$ cat src/rtl/dii_package.sv
// rtl/dii_package.sv - debug interconnect flit type
package dii_package;

    typedef struct packed {
        logic        valid;
        logic        last;
        logic [15:0] data;
    } dii_flit;

endpackage

$ cat src/rtl/osd_trace_package.sv
// rtl/osd_trace_package.sv - trace packet type codes, flags fields and word-count helper
package osd_trace_package;

    localparam logic [1:0] TYPE_EVENT         = 2'b10;
    localparam logic [3:0] TYPE_SUB_TRACE     = 4'd0;
    localparam logic [3:0] TYPE_SUB_OVERFLOW  = 4'd5;
    localparam int         FLAGS_TYPE_LSB     = 14;
    localparam int         FLAGS_TYPE_SUB_LSB = 10;

    // Number of 16-bit payload words carrying a WIDTH-bit sample.
    function automatic int nw(input int width);
        return (width + 15) / 16;
    endfunction

endpackage

$ cat src/rtl/osd_trace_word_assembler.sv
// rtl/osd_trace_word_assembler.sv - payload word counter and slice-write sample register
module osd_trace_word_assembler
    import osd_trace_package::*;
#(
    parameter int  WIDTH = 165,
    localparam int NW    = nw(WIDTH),
    localparam int CW    = (NW > 1) ? $clog2(NW) : 1
) (
    input  logic             clk,
    input  logic             rst,
    input  logic             clear,
    input  logic             wr_en,
    input  logic [15:0]      wr_data,
    output logic [CW-1:0]    cnt,
    output logic [WIDTH-1:0] assembled
);

    logic [WIDTH-1:0] data_q;

    // Bits of the last word beyond WIDTH have no storage and are simply dropped.
    always_ff @(posedge clk or negedge rst) begin
        if (!rst) begin
            cnt    <= '0;
            data_q <= '0;
        end else if (clear) begin
            cnt <= '0;
        end else if (wr_en) begin
            for (int b = 0; b < WIDTH; b++) begin
                if (cnt == CW'(b / 16)) data_q[b] <= wr_data[b % 16];
            end
            cnt <= cnt + CW'(1);
        end
    end

    // Register contents with the word being written this cycle merged in.
    always_comb begin
        assembled = data_q;
        for (int b = 0; b < WIDTH; b++) begin
            if (wr_en && cnt == CW'(b / 16)) assembled[b] = wr_data[b % 16];
        end
    end

endmodule

$ cat src/rtl/osd_trace_depacketization.sv
// rtl/osd_trace_depacketization.sv - reassembles DII event packets into trace samples or overflow records
module osd_trace_depacketization
    import osd_trace_package::*, dii_package::*;
#(
    parameter int WIDTH = 165
) (
    input  logic             clk,
    input  logic             rst,
    input  dii_flit          debug_in,
    output logic             debug_in_ready,
    output logic [WIDTH-1:0] trace_data,
    output logic             trace_overflow,
    output logic [15:0]      trace_src,
    output logic             trace_valid,
    input  logic             trace_ready,
    output logic             proto_err
);

    localparam int NW = nw(WIDTH);
    localparam int CW = (NW > 1) ? $clog2(NW) : 1;

    localparam logic [2:0] ST_DEST    = 3'd0;
    localparam logic [2:0] ST_SRC     = 3'd1;
    localparam logic [2:0] ST_FLAGS   = 3'd2;
    localparam logic [2:0] ST_PAYLOAD = 3'd3;
    localparam logic [2:0] ST_DROP    = 3'd4;
    localparam logic [2:0] ST_HOLD    = 3'd5;

    logic [2:0]       state;
    logic             is_ovf;
    logic [15:0]      src_q;
    logic [CW-1:0]    cnt;
    logic [WIDTH-1:0] assembled;
    logic             accept;
    logic [1:0]       flag_type;
    logic [3:0]       flag_sub;
    logic             known_kind;
    logic             final_word;

    assign debug_in_ready = rst && (state != ST_HOLD);
    assign trace_valid    = (state == ST_HOLD);
    assign accept         = debug_in.valid && debug_in_ready;

    assign flag_type  = debug_in.data[FLAGS_TYPE_LSB +: 2];
    assign flag_sub   = debug_in.data[FLAGS_TYPE_SUB_LSB +: 4];
    assign known_kind = (flag_type == TYPE_EVENT) &&
                        (flag_sub == TYPE_SUB_TRACE || flag_sub == TYPE_SUB_OVERFLOW);
    assign final_word = is_ovf ? (cnt == '0) : (cnt == CW'(NW - 1));

    osd_trace_word_assembler #(.WIDTH(WIDTH)) u_assembler (
        .clk       (clk),
        .rst       (rst),
        .clear     (accept && state == ST_FLAGS),
        .wr_en     (accept && state == ST_PAYLOAD),
        .wr_data   (debug_in.data),
        .cnt       (cnt),
        .assembled (assembled)
    );

    always_ff @(posedge clk or negedge rst) begin
        if (!rst) begin
            state          <= ST_DEST;
            is_ovf         <= 1'b0;
            src_q          <= '0;
            trace_data     <= '0;
            trace_overflow <= 1'b0;
            trace_src      <= '0;
            proto_err      <= 1'b0;
        end else begin
            proto_err <= 1'b0;
            case (state)
                ST_DEST: if (accept) begin
                    if (debug_in.last) proto_err <= 1'b1;
                    else               state     <= ST_SRC;
                end
                ST_SRC: if (accept) begin
                    src_q <= debug_in.data;
                    if (debug_in.last) begin
                        proto_err <= 1'b1;
                        state     <= ST_DEST;
                    end else begin
                        state <= ST_FLAGS;
                    end
                end
                ST_FLAGS: if (accept) begin
                    is_ovf <= (flag_sub == TYPE_SUB_OVERFLOW);
                    if (debug_in.last) begin
                        proto_err <= 1'b1;
                        state     <= ST_DEST;
                    end else if (known_kind) begin
                        state <= ST_PAYLOAD;
                    end else begin
                        state <= ST_DROP;
                    end
                end
                ST_PAYLOAD: if (accept) begin
                    if (final_word && debug_in.last) begin
                        trace_src      <= src_q;
                        trace_overflow <= is_ovf;
                        trace_data     <= is_ovf ? WIDTH'(debug_in.data) : assembled;
                        state          <= ST_HOLD;
                    end else if (final_word) begin
                        proto_err <= 1'b1;
                        state     <= ST_DROP;
                    end else if (debug_in.last) begin
                        proto_err <= 1'b1;
                        state     <= ST_DEST;
                    end
                end
                ST_DROP: if (accept && debug_in.last) state <= ST_DEST;
                ST_HOLD: if (trace_ready) state <= ST_DEST;
                default: state <= ST_DEST;
            endcase
        end
    end

endmodule

$ cat config.mk
export PLATFORM = sky130hd
export DESIGN_NAME = osd_trace_depacketization
export DESIGN_NICKNAME = d
export VERILOG_FILES = /design/src/rtl/dii_package.sv /design/src/rtl/osd_trace_package.sv /design/src/rtl/osd_trace_word_assembler.sv /design/src/rtl/osd_trace_depacketization.sv
export SDC_FILE = /design/constraint.sdc
export NUM_CORES = 1
export LEC_CHECK = 0
export ABC_CLOCK_PERIOD_IN_PS = 2530
export CAP_MARGIN = 10
export CORE_MARGIN = 5
export CORE_UTILIZATION = 40
export CTS_CLUSTER_DIAMETER = 80
export DETAILED_ROUTE_END_ITERATION = 7
export DONT_BUFFER_PORTS = 1
export HOLD_SLACK_MARGIN = 0.06
export PLACE_DENSITY = 0.57
export REMOVE_ABC_BUFFERS = 1
export SETUP_SLACK_MARGIN = 0.2
export SLEW_MARGIN = 15
export SYNTH_ARGS = -nofsm -noshare
export SYNTH_HDL_FRONTEND = slang
export SYNTH_SLANG_ARGS = --single-unit
$ cat constraint.sdc
create_clock -name clk -period 2.53 [get_ports clk]
set_input_delay 0.6325 -clock clk [delete_from_list [all_inputs] [get_ports clk]]
set_output_delay 0.6325 -clock clk [all_outputs]
set_load 0.02 [all_outputs]
==> impl_metrics.env <==
export IMPL_fin_worst_skew_ps=11.96
export IMPL_min_period_ps=2222
export IMPL_cts_sinks=372
export IMPL_layout_nets=1006
export IMPL_fmax_ghz=0.4501
export IMPL_peakVddDrop_mv=0.6643
export IMPL_p_int_w=0.01045
export IMPL_io_pins=206
export IMPL_rrSetupSlack_ps=320
export IMPL_cts_buffer_depth=3
export IMPL_synth_seq_cells=372
export IMPL_die_width_microns=199.8
export IMPL_grtUsageMet2_pct=27.58
export IMPL_failed_checks="negative hold slack"
export IMPL_grt_busiest_layer="met2"
export IMPL_area_growth_syn_to_layout_pct=16.34
export IMPL_setup_violations=0
export IMPL_critPathKind="flip-flop to output port"
export IMPL_core_sq_um=35570
export IMPL_ff_latch_area_sq_um=9310
export IMPL_avgSynthCellArea_sq_um=15.31
export IMPL_cap_violations=0
export IMPL_synth_edf_count=0
export IMPL_drtIter0Drc=408
export IMPL_p_comb_share_pct=9.6
export IMPL_grt_antenna_before_repair=0
export IMPL_cts_buffers=41
export IMPL_ys_seq_area_share_pct=64.61
export IMPL_place_hpwl_mm=22.21
export IMPL_finalCritPeriodShare_pct=87.82
export IMPL_hold_class="input pin to async pin"
export IMPL_yosysTopAreaCellShare_pct=64.61
export IMPL_gp_congestion=0.8027
export IMPL_fill_cells=3142
export IMPL_grt_usage_pct=18.09
export IMPL_crit_buf_inv=2
export IMPL_final_common_cell="dfrtp_1"
export IMPL_yosysUniqueCellTypes=54
export IMPL_vias_per_cell=5.430
export IMPL_die_area_sq_um=39920
export IMPL_use_met3_pct=6.344
export IMPL_grt_max_degree=381
export IMPL_synth_warnings=0
export IMPL_cts_tree="yes"
export IMPL_crit_path_max_fanout=11
export IMPL_hold_viol=372
export IMPL_diodes=0
export IMPL_rsz0062_at_grt="true"
export IMPL_crit_slowest_cell="dfrtp_1"
export IMPL_synthCells=941
export IMPL_clockRootBuffer="clkbuf_16"
export IMPL_worstSkewPairLatency_ps=550
export IMPL_p_leak_nw=8.366
export IMPL_grt_overflow=0
export IMPL_final_core_utilization_pct=47.13
export IMPL_h_tree_depth=2
export IMPL_p_seq_share_pct=47.7
export IMPL_drv_slew=0
export IMPL_vias=7977
export IMPL_cp_cell_sequence="buf_4 > nor2_2 > and2_4 > buf_4"
export IMPL_multiInputGateArea_sq_um=4773
export IMPL_grt_pass1_wl_mm=55.21
export IMPL_critPathTopFamily="flip-flops"
export IMPL_syn_area_sq_um=14410
export IMPL_grt_use_met1_pct=25.30
export IMPL_place_inst=1385
export IMPL_synth_ff_type="dfrtp_1"
export IMPL_p_sw_share_pct=23.14
export IMPL_maxSlewHeadroom_pct=53.67
export IMPL_synth_area_leaders="dfrtp_1, mux2_2, a22o_1, mux2_4, mux2i_1"
export IMPL_path_clk_slew_ps=60
export IMPL_clock_power_share_pct=42.7
export IMPL_arrival_ps=1590
export IMPL_drc_errors=0
export IMPL_ant_nets=0
export IMPL_port_buffer_count=0
export IMPL_grt_pass1_vias=8558
export IMPL_crit_path_frequent_cell="buf_4"
export IMPL_rows=69
export IMPL_dr_pass1_iters=4
export IMPL_holdWs_ps=-214.7
export IMPL_routed_wirelength_mm=36.33
export IMPL_die_height_microns=199.8
export IMPL_cpPeakStageDelay_ps=420
export IMPL_end_kind="output port"
export IMPL_async_flop_share_pct=100.0
export IMPL_p_sw_w=0.003145
export IMPL_critical_path_startpoint_type="flip-flop"
export IMPL_stdcell_count=1469
export IMPL_status="finished with violations"
export IMPL_layout_drive_gt1_share_pct=36.21
export IMPL_critPathRequiredTime_ps=1900
export IMPL_power_density_nw_per_um2=810.9
export IMPL_start_util_pct=40.51
export IMPL_most_common_layout_cells="dfrtp_1, mux2_2, a22o_1"
export IMPL_worst_pin_slew_ps=694.9
export IMPL_wire_per_inst_microns=24.73
export IMPL_yosysTopAreaCell="dfrtp_1"
worst reg2reg max path, stage by stage (launching register included):
cell	delay (ps)
dfrtp_1	380
inv_2	100
ha_4	150
nor4bb_4	240
a31oi_2	90
inv_2	90
ha_4	160
nand3_4	170
nor2_4	170
buf_12	160
bufbuf_16	290
a22o_1	130
power groups by stage:
stage / logic [W] / registers [W] / clock network [W]
after global placement: 0.00114 / 0.00658 / 0
after detailed placement: 0.00116 / 0.00660 / 0
final: 0.00130 / 0.00649 / 0.00581
after global routing: 0.00144 / 0.00653 / 0.00622
after floorplan: 0.000787 / 0.00662 / 0
after CTS: 0.00123 / 0.00649 / 0.00599
per-stage QoR:
stage	cell area (sq um)	setup slack, ps	TNS, ps	total power [W]
4_1_cts	16650	214.3	0	0.01370
5_1_grt	16760	155.8	0	0.01419
3_3_place_gp	15210	137.8	0	0.007729
3_5_place_dp	15210	74.09	0	0.007767
2_1_floorplan	13990	-7036	-1159000	0.007404
6_report	16760	308.1	0	0.01359
synthesized netlist by cell type (all sizes together) (2+ instances only):
cell    instances
nand2b          3
nor4            2
a22o          149
nand3           5
and3b           2
inv             5
nor2b           3
mux2          198
dfrtp         372
a31oi           3
nand3b          2
ha              6
and2            2
nand4           2
o21ai          21
a21oi           6
clkbuf         34
nor4bb          2
nor3            4
mux2i          16
nor4b           3
buf            41
nor2            5
nand2          37
routing by layer:
layer | wire length, microns | vias to the layer above
met1 | 16260 | 4256
met4 | 625 | 0
met2 | 16690 | 173
li1 | - | 3502
met5 | 0 | -
met3 | 2755 | 46
state kept, by name, summed over array words and instances (netlist names):
register            cells
trace_overflow          1
state                   3
u_assembler.cnt         4
is_ovf                  1
trace_src              16
u_assembler.data_q    165
proto_err               1
trace_data            165
src_q                  16
area by class of cell:
type	instances	area share [%]
tap	461	3.441
multi-input combinational	489	28.47
timing repair buffer	70	4.568
clock buffer	60	7.262
inverter	5	0.1120
clock inverter	12	0.6046
sequential	372	55.54
path summary, 6_finish.rpt:
path                                         start                       to  depth (start not counted)
min in group clk                      debug_in[13]                   is_ovf                          1
hold / removal                                 rst           trace_data[47]                          0
max in group asynchronous                      rst  u_assembler.data_q[142]                          0
hold reg to reg            u_assembler.data_q[108]  u_assembler.data_q[108]                          1
setup / recovery                          state[1]              trace_valid                          4
setup reg to reg                u_assembler.cnt[1]          trace_data[126]                         11
kinds of logic (layout without fill, tap and decap cells):
kind of cell | count (synthesis) | count (layout) | share of synthesized area [%]
xor gates and xnor gates | 2 | 2 | 0.1216
AOI/OAI and AO/OA | 189 | 189 | 10.79
buffers and inverters | 80 | 147 | 3.022
DFF | 372 | 372 | 64.61
adders and majority gates | 6 | 6 | 0.5210
and+or+nand+nor | 78 | 78 | 3.838
muxes | 214 | 214 | 17.11
what timing repair did:
item                                    CTS  global route
cloned                                    1             1
endpoints found under the hold margin   372           372
endpoints found under the setup margin  163           151
setup buffers                             4             6
pin swaps                                 1             2
gates resized for setup                  12             7
Note: power is estimated with default switching activity, not from simulation.
